**src/rtl/encod_rr.sv**
```systemverilog
// encod_rr: 16-line event encoder with a one-deep output register.
// Incoming events merge into a pending set. Each load picks one pending line,
// either round-robin from a rotating pointer or by fixed lowest-index priority,
// and presents its binary index on code_o under a valid/ready handshake.
// A repeated event on a line that is already pending is dropped and flagged on ovf_o.
module encod_rr #(
  parameter bit RR_EN = 1'b1
) (
  input  logic        clk,
  input  logic        rst_n,
  input  logic [15:0] req_i,
  input  logic        en_i,
  input  logic        ready_i,
  output logic        valid_o,
  output logic [3:0]  code_o,
  output logic        ovf_o,
  output logic [4:0]  pend_cnt_o
);

  // Registered state and its next-state values
  logic [15:0] pending_q, pending_d;
  logic        valid_q,   valid_d;
  logic [3:0]  code_q,    code_d;
  logic [3:0]  ptr_q,     ptr_d;
  logic        ovf_q,     ovf_d;
  logic [4:0]  cnt_q,     cnt_d;

  // Combinational helpers
  logic [15:0] merged;
  logic [31:0] doubled;
  logic [15:0] rotated;
  logic [3:0]  base;
  logic [3:0]  offset;
  logic [3:0]  sel;
  logic        load;

  // Count the set bits of a 16-bit vector (0..16)
  function automatic logic [4:0] popcount16(input logic [15:0] v);
    logic [4:0] n;
    n = '0;
    for (int i = 0; i < 16; i++) begin
      n = n + {4'd0, v[i]};
    end
    return n;
  endfunction

  // Merge new events, pick the line to serve, and decide whether to load
  always_comb begin
    // NOTE: combinational blocks use blocking '=' and assign every output a
    // default first, so each path is fully specified and no latch is inferred.
    merged  = pending_q | req_i;
    doubled = '0;
    rotated = merged;
    base    = 4'd0;
    offset  = 4'd0;

    if (RR_EN) begin
      // Rotate the merged set so the pointer position lands at bit 0; the
      // lowest set bit of the rotated view is the first line at or above ptr.
      doubled = {merged, merged} >> ptr_q;
      rotated = doubled[15:0];
      base    = ptr_q;
    end

    // Lowest set bit wins: scan high to low so the last hit is the lowest
    for (int i = 15; i >= 0; i--) begin
      if (rotated[i]) begin
        offset = 4'(i);
      end
    end

    // 4-bit addition wraps 15 -> 0 naturally
    sel  = base + offset;
    load = en_i & (~valid_q | ready_i) & (merged != 16'd0);
  end

  // Next-state for pending set, output register, pointer, overflow and count
  always_comb begin
    pending_d = merged;
    valid_d   = valid_q;
    code_d    = code_q;
    ptr_d     = ptr_q;
    ovf_d     = |(req_i & pending_q);

    if (load) begin
      pending_d = merged & ~(16'd1 << sel);
      valid_d   = 1'b1;
      code_d    = sel;
      ptr_d     = sel + 4'd1;
    end else if (valid_q && ready_i) begin
      // Consumer took the code and nothing replaces it; code_o is held
      valid_d   = 1'b0;
    end

    cnt_d = popcount16(pending_d);
  end

  // State registers with asynchronous active-low reset
  always_ff @(posedge clk or negedge rst_n) begin
    // NOTE: every state register is cleared by the async reset so that a
    // reset mid-transfer discards both the held code and all pending events.
    if (!rst_n) begin
      pending_q <= '0;
      valid_q   <= 1'b0;
      code_q    <= '0;
      ptr_q     <= '0;
      ovf_q     <= 1'b0;
      cnt_q     <= '0;
    end else begin
      // NOTE: sequential state is updated with non-blocking '<=' so all
      // registers sample the same pre-edge values.
      pending_q <= pending_d;
      valid_q   <= valid_d;
      code_q    <= code_d;
      ptr_q     <= ptr_d;
      ovf_q     <= ovf_d;
      cnt_q     <= cnt_d;
    end
  end

  assign valid_o    = valid_q;
  assign code_o     = code_q;
  assign ovf_o      = ovf_q;
  assign pend_cnt_o = cnt_q;

endmodule

```
**config.mk**
```make
export PLATFORM = sky130hd
export DESIGN_NAME = encod_rr
export DESIGN_NICKNAME = d
export VERILOG_FILES = /design/src/rtl/encod_rr.sv
export SDC_FILE = /design/constraint.sdc
export NUM_CORES = 1
export LEC_CHECK = 0
export CAP_MARGIN = 5
export CORE_MARGIN = 1
export CORE_UTILIZATION = 35
export DETAILED_ROUTE_END_ITERATION = 10
export DONT_BUFFER_PORTS = 1
export PLACE_DENSITY_LB_ADDON = 0.15
export SYNTH_ARGS = -nofsm -noshare
export SYNTH_HDL_FRONTEND = slang
export SYNTH_SLANG_ARGS = --single-unit
```
**constraint.sdc**
```tcl
create_clock -name clk -period 9.2 [get_ports clk]
set_input_delay 1.84 -clock clk [delete_from_list [all_inputs] [get_ports clk]]
set_output_delay 1.84 -clock clk [all_outputs]
set_load 0.005 [all_outputs]
```
==> results of run 1 <==
-- cell families after synthesis --
logic type / after synthesis / share of synthesized area, %
AO/OA/AOI/OAI: 78 / 17.3
adder cells (fa/ha/maj): 24 / 12.0
multiplexers: 25 / 11.6
flip-flops: 31 / 24.3
buffers and inverters: 40 / 6.69
XOR/XNOR: 8 / 2.66
AND/OR/NAND/NOR: 128 / 25.5
-- per-stage QoR --
step                setup WS [ps]  utilization [%]  instance area [um^2]  power (mW)
CTS                          1050             38.3                  3360        1.02
floorplan                    1290                -                  3200       0.788
detailed placement            751             37.3                  3270       0.907
global placement              798             37.3                  3270       0.906
global route                  598             38.3                  3360        1.12
finish                       1030             38.3                  3360        1.02
-- state kept, by name, summed over array words and instances, names as in the netlist --
register    count
valid_o         1
code_o          4
ovf_o           1
base            4
pend_cnt_o      5
pending_q      16
-- worst max-delay path, stage by stage --
cell and delay (ps):
sky130_fd_sc_hd__nor4b_1 30, sky130_fd_sc_hd__or4_1 600, sky130_fd_sc_hd__mux2_2 300, sky130_fd_sc_hd__mux2_2 290
sky130_fd_sc_hd__a211oi_1 240, sky130_fd_sc_hd__o21ai_0 100, sky130_fd_sc_hd__a311oi_1 370, sky130_fd_sc_hd__o21ba_2 180
sky130_fd_sc_hd__ha_1 210, sky130_fd_sc_hd__a21o_1 170, sky130_fd_sc_hd__a21oi_1 160, sky130_fd_sc_hd__xnor2_1 300
sky130_fd_sc_hd__xor2_2 500, sky130_fd_sc_hd__buf_4 240, sky130_fd_sc_hd__o22ai_1 100, sky130_fd_sc_hd__fa_1 510
sky130_fd_sc_hd__fa_1 430, sky130_fd_sc_hd__fa_1 510, sky130_fd_sc_hd__fa_1 400, sky130_fd_sc_hd__inv_1 60
sky130_fd_sc_hd__ha_1 160, sky130_fd_sc_hd__inv_1 60, sky130_fd_sc_hd__fa_1 390, sky130_fd_sc_hd__nor2b_1 130
sky130_fd_sc_hd__o21a_1 110
-- report_power, final --
group	total [mW]	leakage [nW]	switching, mW	internal (mW)
registers	0.309	0.317	0.123	0.186
logic	0.599	0.819	0.301	0.298
clock network	0.107	0.0412	0.0541	0.0529
total	1.02	1.18	0.478	0.537
-- worst min path at each step --
stage / start / endpoint / cells past startpoint
finish: code_o[2] / code_o[2] / 1
detailed placement: code_o[2] / code_o[2] / 1
floorplan: code_o[1] / code_o[1] / 2
global route: code_o[2] / code_o[2] / 1
CTS: code_o[2] / code_o[2] / 1
global placement: code_o[2] / code_o[2] / 1
-- placed cells by master (no fill, tap or decap), types with 2 or more instances in the layout --
master,netlist,routed
sky130_fd_sc_hd__a311oi_1,2,2
sky130_fd_sc_hd__xnor2_1,6,6
sky130_fd_sc_hd__nand2b_1,7,7
sky130_fd_sc_hd__o21a_1,2,2
sky130_fd_sc_hd__a21o_1,3,3
sky130_fd_sc_hd__a22o_1,4,4
sky130_fd_sc_hd__nor4b_1,24,24
sky130_fd_sc_hd__a221oi_1,4,4
sky130_fd_sc_hd__mux4_1,2,2
sky130_fd_sc_hd__nand3_1,2,2
sky130_fd_sc_hd__nor4_1,21,21
sky130_fd_sc_hd__buf_4,0,11
sky130_fd_sc_hd__fa_1,11,11
sky130_fd_sc_hd__o21ai_0,3,3
sky130_fd_sc_hd__a21oi_1,9,9
sky130_fd_sc_hd__o22ai_1,26,26
sky130_fd_sc_hd__clkbuf_8,0,5
sky130_fd_sc_hd__nand4_1,6,6
sky130_fd_sc_hd__dfrtp_1,31,31
sky130_fd_sc_hd__nor4bb_1,12,12
sky130_fd_sc_hd__a31oi_1,14,14
sky130_fd_sc_hd__or2_1,2,2
sky130_fd_sc_hd__mux2_2,10,10
sky130_fd_sc_hd__a31oi_2,2,2
sky130_fd_sc_hd__nand2_1,13,13
sky130_fd_sc_hd__a211oi_1,2,2
sky130_fd_sc_hd__ha_1,13,13
sky130_fd_sc_hd__inv_1,18,18
sky130_fd_sc_hd__mux2i_1,7,7
sky130_fd_sc_hd__nor2b_1,3,3
sky130_fd_sc_hd__mux4_2,6,6
sky130_fd_sc_hd__or2_2,4,4
sky130_fd_sc_hd__or4_1,4,4
sky130_fd_sc_hd__nor2_1,26,26
-- final cells by class --
| cell class | instances | area [um^2] |
|---|---|---|
| sequential | 31 | 776 |
| inverter | 19 | 71.3 |
| clock inverter | 2 | 12.5 |
| fill | 886 | 5410 |
| multi-input combinational | 263 | 2210 |
| timing repair buffer | 11 | 82.6 |
| tap | 108 | 135 |
| clock buffer | 6 | 72.6 |
-- metal layers --
metal,part of all wire (%),vias up,global-route usage (%)
met5,0,-,0
met4,2.3,0,6.67
met3,8.0,25,5.47
met2,45,126,33.0
met1,44,1396,30.2
li1,-,1306,-
==> results.md, run 1 <==
- The first global-routing pass estimated 16300 um of wire.
- The post-synthesis cell type with the largest combined area is sky130_fd_sc_hd__dfrtp_1.
- The net count of the mapped netlist is 378.
- The number of antenna diodes is 0.
- The finished layout holds 440 standard cells, fillers aside.
- The area of the core is 0.00876 mm^2.
- The horizontal extent of the die is 97.6 um.
- The smallest clock period supported by the final layout is computed as 8170 ps.
- The required arrival time at the worst endpoint is 9430 ps.
- The number of top-level pins is 31.
- Once the clock tree was built, the resizer swapped 0 gates to a different size.
- The tightest min-delay check is of the reg -> reg type.
- The total negative setup slack is 0 ps.
- The top cell type by area accounts for 24.3% of the synthesized area.
- Setup violations remaining at the end of the flow were counted as 0.
- In this run the worst path has a maximum fanout of 11.
- The area overhead of the layout relative to synthesis is 5.01%.
- After detailed routing, the average wire length per cell comes to 22.6 um.
- After the first detailed-routing iteration, the DRC count stood at 287.
- The die span in y is 97.6 um.
- The buffer type at the clock tree root is sky130_fd_sc_hd__clkbuf_8.
- The termination of the worst setup path is pend_cnt_o[4].
- The measured slew at the worst slew-check pin is 1250 ps.
- The tree built by TritonCTS fans out to 31 sinks.
- Based on the critical path, the design can be clocked at up to 122 MHz.
- The tool flagged a number of max-cap violations equal to 0.
- The final weighted congestion in routability-driven placement is 0.895.
- The worst path arrival time is 8400 ps.
- Global routing used 21.7% of the available tracks across all layers.
- In this run the power density over the cells is 303 mW/mm^2.
- By area the synthesized netlist is led by sky130_fd_sc_hd__dfrtp_1, sky130_fd_sc_hd__fa_1, sky130_fd_sc_hd__nor4b_1.
- The cell area that synthesis handed to floorplanning was 0.00320 mm^2.
- In this run the post-CTS setup repair buffer count came out at 0.
- The worst reg2reg path startpoint is base[1].
- Ranked by instance count, the synthesized netlist is headed by sky130_fd_sc_hd__dfrtp_1, sky130_fd_sc_hd__nor2_1, sky130_fd_sc_hd__o22ai_1, sky130_fd_sc_hd__nor4b_1, sky130_fd_sc_hd__nor4_1.
- The sum of net half-perimeters after detailed placement is 7510 um.
- The cts-stage hold buffer count is 0.
- Setup repair after global routing left no endpoint under its margin.
- The hold violation total from the final report is 0.
- The overall via count from detail_route is 2853.
- After clock tree synthesis, the clock-pin slew on the worst setup and hold paths is 70 ps.
- The total iterations of the first detailed-routing run is 5.
- The leakage power is 1.18 nW.
- After synthesis, the share of flip-flops with an asynchronous set or reset is 100%.
- The synthesis warning total is 0.
- The final routed DRC violation total is 0.
- The full die area is 0.00952 mm^2.
- The flow ran to the end, and the final reports show no timing, DRC or antenna violations.
- The start point of the critical path is req_i[15].
- The kind of start point of the critical path is a primary input.
- The proportion of layout cells with a drive suffix above 1 is 14.2%.
- The effective utilization at floorplan is 36.5%.
- The total instance count after detailed placement is 432.
- Each instance of the synthesized netlist takes up on average 9.57 um^2.
- The number of global-route vias before repair came to 2859.
- The critical path is of the in -> reg type.
- The H-tree generated during clock tree synthesis spans 2 levels.
- The final critical path takes up 88.9% of the cycle.
- The total of flip-flops plus latches after synthesis is 31.
- TritonCTS built the clock tree.
- After detailed routing, the total wire length is 9930 um.
- The post-detailed-route via-to-cell ratio is 6.48.
- The total clock buffers created by CTS is 5.
- Across the routed clock network, the largest skew measured is 7.58 ps.
- In the final design database the tool counted 375 nets.
- Entering global routing, the biggest net connects 50 pins.
- The most common cell in the synthesized netlist is sky130_fd_sc_hd__dfrtp_1.
- Synthesis produced a netlist whose cell count is 334.
- The site row count is 34.
- The total count of max-transition violations in the final report was 0.
- The maximum vdd ir drop is 0.369 mV.
- The latest clock arrival within the worst-skew pair is 280 ps.
- The worst register-to-register path ends at pend_cnt_o[4].
- During placement, the flow inserted port buffers numbering 0.
- The cell count of the worst reg-to-reg path is 26.
- The number of antenna violations at the first check in global routing is 0.
- On the final layout, the worst hold slack is 525 ps.
- The buffer depth of the longest clock path is 2.
- Among all flip-flop cells after synthesis, the most frequent one is sky130_fd_sc_hd__dfrtp_1.
- The number of synthesized flops with an enable pin is 0.
- The count of cell types in the netlist is 51.
- The worst register-to-register path has a setup slack of 1230 ps.
- STA classifies the critical path endpoint as a flop.
- Global routing finished with a remaining overflow of 0.
- In this run the remaining antenna-violating nets after routing total 0.
- Measured against its own limit, the worst slew margin works out to 16.6%.
- The sequential-to-total area share from yosys stat is 24.3%.
(Power assumes the default switching activity.)
==> run 2, diff against run 1 <==
--- a/config.mk
+++ b/config.mk
@@ -10,7 +10,7 @@
 export CORE_UTILIZATION = 35
 export DETAILED_ROUTE_END_ITERATION = 10
 export DONT_BUFFER_PORTS = 1
-export PLACE_DENSITY_LB_ADDON = 0.15
+export PLACE_DENSITY_LB_ADDON = 0.12
 export SYNTH_ARGS = -nofsm -noshare
 export SYNTH_HDL_FRONTEND = slang
 export SYNTH_SLANG_ARGS = --single-unit
==> run 2 against run 1 <==
  * Global-route usage is 0.35 points lower
  * Clock skew up 2.5 ps
  * Clock power is 35% higher
  * Final area grew 0.75%
  * Non-clock buffer count fell by 1
  * Critical path depth down 2
  * Register-to-register slack worse by 60 ps
  * Sequential power fell by 6%
  * Highest routed layer unchanged
==> results.md, run 2 (same netlist as run 1, synthesis figures left out) <==
- The flow ran to the end, and the final reports show no timing, DRC or antenna violations.
- The final weighted congestion in routability-driven placement came to 0.865 (-3.4%).
- TritonCTS built the clock tree.
- The power per standard cell area came to 310 mW/mm^2 (+2.5%).
- The number of instances on the worst hold path was 2 (+1).
- The measured slew at the worst slew-check pin was 985 ps (-265 ps).
- The clock-pin slew on the worst setup and hold paths came to 70 ps (about the same).
- The total iterations of the first detailed-routing run is 5 (unchanged).
- The sequential cell area is 776 um^2 (unchanged).
- The final critical-path share of the clock period is 89.6% (+0.73 points).
- The final critical path time including I/O delays and setup is 8240 ps (+67.4 ps).
- The count of fill cells added during filler insertion is 875 (-1.2%).
- The leakage power is 1.19 nW (+1.4%).
- The commonest non-fill, non-tap cell in the layout is sky130_fd_sc_hd__dfrtp_1.
- The total clock buffers created by CTS is 5 (unchanged).
- The clock sink total is 31 (unchanged).
- The global routing usage on met3 came to 5.11% (-0.36 points).
- The post-detailed-route via-to-cell ratio is 6.48 (about the same).
- The final routed DRC violation total came to 0 (unchanged).
- Relative to the synthesized area, the layout overhead comes to 5.79%.
- The endpoint of the worst-slack reg-to-reg timing path is pend_cnt_o[3].
- The worst hold path terminates at code_o[1].
- The number of antenna diodes is 0 (unchanged).
- The buffer count from post-CTS setup fixing is 0 (unchanged).
- In this run the clock root is driven by a sky130_fd_sc_hd__clkbuf_8.
- The buffer depth of the longest clock path is 2 (unchanged).
- The number of flip-flops under the largest register name is 16 (unchanged).
- The met2 usage is 33.1% (+0.054 points).
- The wire length per cell after detailed routing came to 22.2 um (-1.7%).
- The overall via count from detail_route is 2844 (-0.32%).
- Setup repair after global routing left no endpoint under its margin.
- The maximum clock frequency came to 121 MHz (-0.82%).
- The effective utilization at floorplan was 36.5% (unchanged).
- The total congestion overflow after global routing came to 0 (unchanged).
- The cell area after placement is 0.00326 mm^2 (-0.23%).
- The area of the core was 0.00876 mm^2 (unchanged).
- The slack of the worst reg-to-reg path is 1170 ps (-60 ps).
- The sum of net half-perimeters after detailed placement was 7350 um (-2.1%).
- The worst setup path is launched from a primary input.
- The remaining max-slew budget at the tightest pin is 34.3% (+18 points).
- The min-delay analysis places its worst path in the category reg -> reg.
- The number of antenna violations at the first check in global routing is 0 (unchanged).
- The site row count was 34 (unchanged).
- The kind of critical path is in -> reg.
- The full die area is 0.00952 mm^2 (unchanged).
- The total count of max-transition violations in the final report is 0 (unchanged).
- The total of endpoints with negative setup slack in the final report is 0 (unchanged).
- The post-layout net count is 374 (-0.27%).
- The total power is 1.05 mW (+3.3%).
- The number of top-level pins is 31 (unchanged).
- The worst clock skew is 10.1 ps (+2.49 ps).
- The all-layer global routing usage came to 21.4% (-0.35 points).
- The number of DRC markers in iteration 0 is 204 (-29%).
- The startpoint identified for the worst register-to-register timing path is base[1].
- The maximum fanout along the worst path is 11 (unchanged).
- The required arrival time at the worst endpoint was 9420 ps (about the same).
- The remaining antenna violation count is 0 (unchanged).
- The total negative setup slack was 0 ps (unchanged).
- The final instance area is 0.00338 mm^2 (+0.75%).
- The met1 global-route usage is 28.8% (-1.4 points).
- The worst path arrival time is 8460 ps (+60 ps).
- The global-route wire length before repair is 15800 um (-2.9%).
- STA classifies the critical path endpoint as a flop.
- pending_q holds more flip-flops than any other register.
- The cts-stage hold buffer count is 0 (unchanged).
- The layer with the highest usage is met2.
- The hold path startpoint is code_o[1].
- The maximum vdd ir drop was 0.314 mV (-15%).
- The number of global-route vias before repair is 2817 (-1.5%).
- The area used by multi-input combinational logic is 0.00221 mm^2 (unchanged).
- The max-capacitance violation count came to 0 (unchanged).
- The die span in y was 97.6 um (unchanged).
- The hold violation total from the final report is 0 (unchanged).
- The post-cts sizing count came to 0 (unchanged).
- The number of levels the H-tree was split into is 2 (unchanged).
- The overall routed net length is 9740 um (-1.9%).
- In the layout the commonest cells are sky130_fd_sc_hd__dfrtp_1, sky130_fd_sc_hd__nor2_1, sky130_fd_sc_hd__o22ai_1.
- The proportion of layout cells with a drive suffix above 1 was 14.2% (+0.043 points).
- The maximum number of pins on one net before global-route repair is 32 (-36%).
- The count of port buffers added during placement came to 0 (unchanged).
- The horizontal extent of the die is 97.6 um (unchanged).
- The cell count of the worst reg-to-reg path is 25 (-3.8%).
- The latest clock arrival within the worst-skew pair was 300 ps (+20 ps).
[run 2: cell count changes in the layout (fill, tap and decap cells not counted)]
| cell | before | now |
|---|---|---|
| sky130_fd_sc_hd__buf_4 | 11 | 10 |
| sky130_fd_sc_hd__clkbuf_8 | 5 | 6 |
| sky130_fd_sc_hd__bufinv_16 | 0 | 1 |
| sky130_fd_sc_hd__clkbuf_1 | 1 | 0 |
| sky130_fd_sc_hd__clkinvlp_4 | 1 | 0 |
[run 2: through the flow]
step | hold slack, ps | instances | worst slack (ps) | util [%]
after floorplan | 471 | 334 | 1290 | -
after global placement | 511 | 431 | 663 | 37.2
after detailed placement | 509 | 431 | 684 | 37.2
after CTS | 531 | 439 | 993 | 38.6
after global routing | 552 | 439 | 586 | 38.6
final | 518 | 439 | 958 | 38.6
[run 2: per-layer routing]
metal	wire length, um	part of all wire, %
met5	0	0
met1	4430	45
met2	4390	45
met3	732	7.5
met4	191	2.0
[run 2: how the worst max path moves through the flow]
| stage | start | to | cells after the start |
|---|---|---|---|
| 2_1_floorplan | req_i[7] | pend_cnt_o[3] | 24 |
| 3_3_place_gp | req_i[15] | pend_cnt_o[3] | 23 |
| 3_5_place_dp | req_i[15] | pend_cnt_o[3] | 23 |
| 4_1_cts | req_i[15] | pend_cnt_o[3] | 23 |
| 5_1_grt | req_i[15] | pend_cnt_o[3] | 23 |
| 6_report | req_i[15] | pend_cnt_o[3] | 23 |
[run 2: layout make-up]
| type | count | share of cell area (%) |
|---|---|---|
| multi-input combinational | 263 | 65.2 |
| sequential | 31 | 22.9 |
| tap | 108 | 4.00 |
| clock buffer | 6 | 2.44 |
| timing repair buffer | 10 | 2.22 |
| inverter | 19 | 2.11 |
| clock inverter | 2 | 1.04 |
[run 2: worst max-delay path: stages]
cell                       delay [ps]
sky130_fd_sc_hd__nor4b_1           20
sky130_fd_sc_hd__or4_1            590
sky130_fd_sc_hd__mux2_2           300
sky130_fd_sc_hd__mux2_2           290
sky130_fd_sc_hd__a211oi_1         240
sky130_fd_sc_hd__o21ai_0          100
sky130_fd_sc_hd__a311oi_1         380
sky130_fd_sc_hd__o21ba_2          180
sky130_fd_sc_hd__ha_1             210
sky130_fd_sc_hd__a21o_1           170
sky130_fd_sc_hd__a21oi_1          170
sky130_fd_sc_hd__xnor2_1          300
sky130_fd_sc_hd__xor2_2           560
sky130_fd_sc_hd__o22ai_1          220
sky130_fd_sc_hd__fa_1             520
sky130_fd_sc_hd__fa_1             420
sky130_fd_sc_hd__fa_1             500
sky130_fd_sc_hd__fa_1             600
sky130_fd_sc_hd__inv_1             60
sky130_fd_sc_hd__ha_1             280
sky130_fd_sc_hd__a21o_1           180
sky130_fd_sc_hd__a21oi_1          180
sky130_fd_sc_hd__xnor2_1          140
[run 2: where the power goes]
part / switching (mW) / internal, mW / leakage, nW
Clock: 0.0566 / 0.0877 / 0.0612
Sequential: 0.105 / 0.187 / 0.317
Combinational: 0.318 / 0.295 / 0.815
